### config.mk
export PLATFORM = sky130hd
export DESIGN_NAME = uart_rx_fifo_flat
export DESIGN_NICKNAME = d
export VERILOG_FILES = /design/src/rtl/uart_rx_fifo_pkg.sv /design/src/rtl/uart_rx_fifo_if.sv /design/src/rtl/uart_rx_fifo_edge_fall_detect.sv /design/src/rtl/uart_rx_fifo.sv /design/src/flat_wrapper.sv
export SDC_FILE = /design/constraint.sdc
export NUM_CORES = 1
export LEC_CHECK = 0
export CORE_MARGIN = 4
export CORE_UTILIZATION = 60
export CTS_CLUSTER_DIAMETER = 60
export CTS_CLUSTER_SIZE = 40
export DETAILED_ROUTE_END_ITERATION = 8
export MAX_ROUTING_LAYER = met4
export PLACE_DENSITY = 0.9
export SYNTH_ARGS = -nofsm -noshare
export SYNTH_HDL_FRONTEND = slang
export SYNTH_SLANG_ARGS = --single-unit
### constraint.sdc
create_clock -name baud_clk -period 7.82 [get_ports baud_clk]
set_input_delay 1.564 -clock baud_clk [delete_from_list [all_inputs] [get_ports baud_clk]]
set_output_delay 1.564 -clock baud_clk [all_outputs]
set_load 0.01 [all_outputs]
### src/rtl/uart_rx_fifo_pkg.sv
// Shared constants for the UART receive-side byte FIFO.
// Byte width and default FIFO geometry live here.
package uart_rx_fifo_pkg;

    localparam int UART_BYTE_W = 8;
    localparam int DATA_W_DEF  = UART_BYTE_W;
    localparam int FIFO_DEPTH  = 16;
    localparam int FIFO_ADDR_W = $clog2(FIFO_DEPTH);

endpackage

### src/rtl/uart_rx_fifo_if.sv
// Receiver-side write and consumer-side read signals for uart_rx_fifo.
// The master drives receiver and consumer inputs; the FIFO is the slave.
interface uart_rx_fifo_if
    import uart_rx_fifo_pkg::*;
#(
    parameter int DATA_W = DATA_W_DEF,
    parameter int ADDR_W = FIFO_ADDR_W
);

    logic [DATA_W-1:0] rx_data;
    logic              rx_flag;
    logic              rd_en;
    logic [DATA_W-1:0] rd_data;
    logic              rd_valid;
    logic              empty;
    logic              full;
    logic [ADDR_W:0]   count;
    logic              overflow;
    logic              ovf_clr;

    modport master (
        output rx_data, rx_flag, rd_en, ovf_clr,
        input  rd_data, rd_valid, empty, full, count, overflow
    );

    modport slave (
        input  rx_data, rx_flag, rd_en, ovf_clr,
        output rd_data, rd_valid, empty, full, count, overflow
    );

endinterface

### src/rtl/uart_rx_fifo_edge_fall_detect.sv
// Falling-edge detector on the receiver busy flag.
// Register starts low so reset release never yields a pulse.
module edge_fall_detect (
    input  logic clk_i,
    input  logic rst_i,
    input  logic sig_i,
    output logic fall_o
);

    logic flag_q;

    always_ff @(posedge clk_i) begin
        if (rst_i) begin
            flag_q <= 1'b0;
        end else begin
            flag_q <= sig_i;
        end
    end

    assign fall_o = flag_q & ~sig_i;

endmodule

### src/rtl/uart_rx_fifo.sv
// Circular byte FIFO behind a UART receiver with fill level,
// registered read port and sticky overflow.
module uart_rx_fifo
    import uart_rx_fifo_pkg::*;
#(
    parameter int DATA_W = DATA_W_DEF,
    parameter int DEPTH  = FIFO_DEPTH,
    parameter int ADDR_W = FIFO_ADDR_W
) (
    input logic           baud_clk,
    input logic           reset,
    uart_rx_fifo_if.slave bus
);

    localparam logic [ADDR_W:0] FULL_CNT = (ADDR_W + 1)'(DEPTH);

    logic [DATA_W-1:0] mem_q [DEPTH];

    logic [ADDR_W-1:0] wr_ptr_q, wr_ptr_d;
    logic [ADDR_W-1:0] rd_ptr_q, rd_ptr_d;
    logic [ADDR_W:0]   count_q, count_d;
    logic              empty_q, empty_d;
    logic              full_q, full_d;
    logic [DATA_W-1:0] rd_data_q, rd_data_d;
    logic              rd_valid_q, rd_valid_d;
    logic              ovf_q, ovf_d;

    logic push, pop, push_ok, drop;

    edge_fall_detect u_fall (
        .clk_i  (baud_clk),
        .rst_i  (reset),
        .sig_i  (bus.rx_flag),
        .fall_o (push)
    );

    // A full FIFO still accepts a byte when a pop frees a slot this cycle.
    assign pop     = bus.rd_en & ~empty_q;
    assign push_ok = push & (~full_q | pop);
    assign drop    = push & full_q & ~pop;

    always_comb begin
        wr_ptr_d   = wr_ptr_q;
        rd_ptr_d   = rd_ptr_q;
        count_d    = count_q;
        rd_data_d  = rd_data_q;
        rd_valid_d = pop;
        ovf_d      = ovf_q;

        if (push_ok) begin
            wr_ptr_d = wr_ptr_q + ADDR_W'(1);
        end
        if (pop) begin
            rd_ptr_d  = rd_ptr_q + ADDR_W'(1);
            rd_data_d = mem_q[rd_ptr_q];
        end

        case ({push_ok, pop})
            2'b10:   count_d = count_q + (ADDR_W + 1)'(1);
            2'b01:   count_d = count_q - (ADDR_W + 1)'(1);
            default: count_d = count_q;
        endcase

        if (drop) begin
            ovf_d = 1'b1;
        end else if (bus.ovf_clr) begin
            ovf_d = 1'b0;
        end

        empty_d = (count_d == '0);
        full_d  = (count_d == FULL_CNT);
    end

    always_ff @(posedge baud_clk) begin
        if (reset) begin
            wr_ptr_q   <= '0;
            rd_ptr_q   <= '0;
            count_q    <= '0;
            empty_q    <= 1'b1;
            full_q     <= 1'b0;
            rd_data_q  <= '0;
            rd_valid_q <= 1'b0;
            ovf_q      <= 1'b0;
        end else begin
            wr_ptr_q   <= wr_ptr_d;
            rd_ptr_q   <= rd_ptr_d;
            count_q    <= count_d;
            empty_q    <= empty_d;
            full_q     <= full_d;
            rd_data_q  <= rd_data_d;
            rd_valid_q <= rd_valid_d;
            ovf_q      <= ovf_d;
        end
    end

    always_ff @(posedge baud_clk) begin
        if (push_ok) begin
            mem_q[wr_ptr_q] <= bus.rx_data;
        end
    end

    assign bus.rd_data  = rd_data_q;
    assign bus.rd_valid = rd_valid_q;
    assign bus.empty    = empty_q;
    assign bus.full     = full_q;
    assign bus.count    = count_q;
    assign bus.overflow = ovf_q;

endmodule

### src/flat_wrapper.sv
// flat-port wrapper written by rule: the top's interface ports become plain ports
module uart_rx_fifo_flat import uart_rx_fifo_pkg::*;
#(
    parameter int DATA_W = DATA_W_DEF,
    parameter int DEPTH  = FIFO_DEPTH,
    parameter int ADDR_W = FIFO_ADDR_W
)
  (baud_clk, reset, bus_rx_data, bus_rx_flag, bus_rd_en, bus_ovf_clr, bus_rd_data, bus_rd_valid, bus_empty, bus_full, bus_count, bus_overflow);
  uart_rx_fifo_if #(.DATA_W(DATA_W), .ADDR_W(ADDR_W)) bus_i ();
  input logic baud_clk;
  input logic reset;
  input wire logic [$bits(bus_i.rx_data)-1:0] bus_rx_data;
  input wire logic [$bits(bus_i.rx_flag)-1:0] bus_rx_flag;
  input wire logic [$bits(bus_i.rd_en)-1:0] bus_rd_en;
  input wire logic [$bits(bus_i.ovf_clr)-1:0] bus_ovf_clr;
  output wire logic [$bits(bus_i.rd_data)-1:0] bus_rd_data;
  output wire logic [$bits(bus_i.rd_valid)-1:0] bus_rd_valid;
  output wire logic [$bits(bus_i.empty)-1:0] bus_empty;
  output wire logic [$bits(bus_i.full)-1:0] bus_full;
  output wire logic [$bits(bus_i.count)-1:0] bus_count;
  output wire logic [$bits(bus_i.overflow)-1:0] bus_overflow;
  assign bus_i.rx_data = bus_rx_data;
  assign bus_i.rx_flag = bus_rx_flag;
  assign bus_i.rd_en = bus_rd_en;
  assign bus_i.ovf_clr = bus_ovf_clr;
  assign bus_rd_data = bus_i.rd_data;
  assign bus_rd_valid = bus_i.rd_valid;
  assign bus_empty = bus_i.empty;
  assign bus_full = bus_i.full;
  assign bus_count = bus_i.count;
  assign bus_overflow = bus_i.overflow;
  uart_rx_fifo #(.DATA_W(DATA_W), .DEPTH(DEPTH), .ADDR_W(ADDR_W)) u_core (.baud_clk(baud_clk), .reset(reset), .bus(bus_i));
endmodule
==> metrics.csv <==
stage,metric,value,unit
logic_synthesis,synth.area.top_cells,"edfxtp_1 (62%), dfxtp_1 (8.4%), mux4_1 (7.6%), mux4_2 (5.1%), nor2_1 (2.3%)",
clock_tree,cts_hold_buffers,0,
critical_path,crit_arrival,4900,ps
sta,setup_viol,0,
power_and_ir_drop,power.density,273.3,nW/um2
hold_path,hold_end,u_core.bus.rd_data[0],
routing,route.met2.wl,6520,um
floorplanning,ios,30,
logic_synthesis,netlist_instances,353,
clock_tree,cts_setup_buffers,0,
hold_path,hold_class,flip-flop to flip-flop,
placed_design,gp_congestion,0.8380,
sta,tightest_slew,1090,ps
logic_synthesis,ys_seq_area_share,70.49,%
sta,finalHoldViolCount,0,
critical_path,worst_ep_required_time,8260,ps
floorplanning,start_util,62.47,%
logic_synthesis,synthMuxAreaShare,13.22,%
hold_path,min_from,u_core.bus.rd_data[0],
floorplanning,chipWidth,109.6,um
routing,met3_length,889,um
sta,holdWs,494.6,ps
clock_tree,insertion_delay,530,ps
clock_tree,tritoncts_num_sinks,154,
routing,wl,12450,um
logic_synthesis,yosys.area_share.simple,5.760,%
hold_path,holdPathStages,2,
logic_synthesis,synth_edf_count,128,
routing,m1WireLength,4650,um
critical_path,worst_r2r_endpoint,u_core.bus.full,
logic_synthesis,synth_xor_area_share,1.839,%
sta,fin_crit,4459,ps
critical_path,cp_max_fo,21,
logic_synthesis,async_reset_ff_share,0,%
global_route,grt_max_degree,36,
critical_path,reg2reg_from,u_core.bus.empty,
layout,final_nets,406,
critical_path,worstRegToRegCells,11,
global_route,grt_pass1_vias,3471,
sta,drv_slew,0,
routing,wl_per_cell,23.48,um
critical_path,cp-end-kind,flip-flop,
logic_synthesis,synth_area,6191,um2
floorplanning,die_h,109.6,um
floorplanning,core-area,9910,um2
critical_path,start_kind,input port,
clock_tree,clk_pin_slew,60,ps
critical_path,crit_type,input port to flip-flop,
logic_synthesis,synth_top_area_cell,edfxtp_1,
power_and_ir_drop,ir_worst_vdd,0.0001622,V
routing,highest_layer,met4,
outcome,status,completed,
routing,first_pass_iters,7,
logic_synthesis,synth_cell_types,37,
clock_tree,cts_tree,yes,
placed_design,hpwl,7323,um
global_route,grt_antenna_before_repair,0,
sta,tns,0,ps
routing,vias,3342,
logic_synthesis,postSynthAreaPerCell,17.54,um2
logic_synthesis,postSynthNetCount,375,
floorplanning,die_area,12010,um2
sta,rsz0062_at_grt,false,
clock_tree,post_cts_resized,0,
layout,drive_gt1_share,13.10,%
logic_synthesis,synth_compound_area_share,4.224,%
logic_synthesis,ys_ff_latch,154,
clock_tree,clockRootBuffer,clkbuf_8,
job,cap_viol_max_count,0,
sta,skew,5.067,ps
routing,viasPerCell,6.306,
power_and_ir_drop,leakagePower,2.358,nW
logic_synthesis,synth_top_family_by_area,multiplexers,
floorplanning,rows,36,
placed_design,port-buffer-count,29,
routing,drc_errors,0,
clock_tree,numCtsBuffers,17,
logic_synthesis,ys.flop_type,edfxtp_1,
global_route,overflow,0,
layout,area_growth,14.75,%
global_route,grt_pass1_wl,18930,um
routing,drtIter0Drc,485,
logic_synthesis,ys_warn_count,0,
routing,final_antenna_net_count,0,
logic_synthesis,synth_top_cell_area_share,62.09,%
critical_path,r2r_slack,4480,ps
sta,timing.fmax,224.3,MHz
global_route,track_usage,23.30,%
clock_tree,clock_path_buffers,2,
clock_tree,htree_levels,4,
layout,diodes,0,
sta,relSlewSlack,27.30,%
sta,period_share,57.02,%
logic_synthesis,synth_fa_ha_area_share,1.819,%
sequential cells by signal, indices dropped and copies added (netlist names):
register / cells
u_core.bus.rd_data: 8
u_core.bus.rd_valid: 1
u_core.bus.empty: 1
u_core.u_fall.flag_q: 1
u_core.mem_q: 128
u_core.wr_ptr_q: 4
u_core.bus.full: 1
u_core.bus.count: 5
u_core.bus.overflow: 1
u_core.rd_ptr_q: 4
placed cells by master (no fill, tap or decap), types with 2 or more instances in the layout:
cell             synthesis  final
nor3_1                   6      6
nand3_1                  2      2
nor2b_1                  4      4
xor2_1                  10     10
edfxtp_1               128    128
buf_4                    3      4
o21ai_0                  2      2
clkdlybuf4s50_1          0     29
clkbuf_16                0     16
nor3b_1                  2      2
clkinv_4                 0      3
a21oi_1                 19     19
mux2i_1                  3      3
nand2_1                 10     10
inv_6                    0      6
mux4_1                  18     18
inv_1                    5      5
a22oi_1                 16     16
clkinvlp_4               0      2
nor2_1                  38     38
dfxtp_2                  0      2
dfxtp_1                 26     24
nand4_1                  4      4
nand2b_1                 3      3
xnor2_1                  3      3
ha_1                     9      9
mux4_2                  14     14
synthesized netlist by cell type, types with 5 or more instances:
library cell  number
edfxtp_1         128
nor2_1            38
dfxtp_1           26
a21oi_1           19
mux4_1            18
a22oi_1           16
mux4_2            14
nand2_1           10
xor2_1            10
ha_1               9
buf_2              6
nor3_1             6
inv_1              5
area by class of cell:
class                   count  area, um2
clock buffers              17      414.1
clock inverters            15      155.1
well taps                 133      166.4
multi-input cells         173       1663
fillers                   582       2805
repair buffers             33      320.3
flip-flops and latches    154       4367
inverters                   5      18.77
metrics by stage:
step	instances	instance area, um2	power (mW)	worst slack, ps	utilization (%)
after global placement	498	6535	1.166	3164	65.95
after global routing	530	7104	2.015	3126	71.69
final	530	7104	1.941	3361	71.69
after CTS	530	7104	1.951	3432	71.69
after detailed placement	498	6535	1.176	2929	65.95
after floorplan	353	6191	1.113	4119	-
kinds of logic after synthesis:
group,Yosys count
fa+ha+maj,9
mux,35
flops,154
simple gates,75
compound gates,41
buf+inv,26
xor+xnor,13
per-layer routing:
metal | global-route usage, % | vias to the layer above
met4 | 13.09 | 0
li1 | - | 1461
met3 | 5.461 | 38
met1 | 27.13 | 1667
met5 | - | -
met2 | 37.53 | 176
worst max path at each step:
stage                start              end  slack [ps]  depth (start not counted)
5_1_grt          bus_rd_en  u_core.bus.full        3130                         12
6_report         bus_rd_en  u_core.bus.full        3360                         12
4_1_cts          bus_rd_en  u_core.bus.full        3430                         12
2_1_floorplan  bus_rx_flag  u_core.bus.full        4120                         12
3_3_place_gp     bus_rd_en  u_core.bus.full        3160                         12
3_5_place_dp     bus_rd_en  u_core.bus.full        2930                         12
where the power goes:
part	internal (mW)	switching (mW)	total, mW
Combinational	0.117	0.0945	0.212
Clock	0.433	0.346	0.779
Sequential	0.907	0.0446	0.951
critical path, cell delays in order:
cell and delay [ps]:
clkdlybuf4s50_1 460, nand2b_1 440, a21boi_2 540, inv_1 120, ha_1 330, xor2_1 210
ha_1 240, a21oi_1 150, mux2i_1 260, xor2_1 230, o311ai_1 200, nor3_1 160
Power figures use the tool's default switching activity.
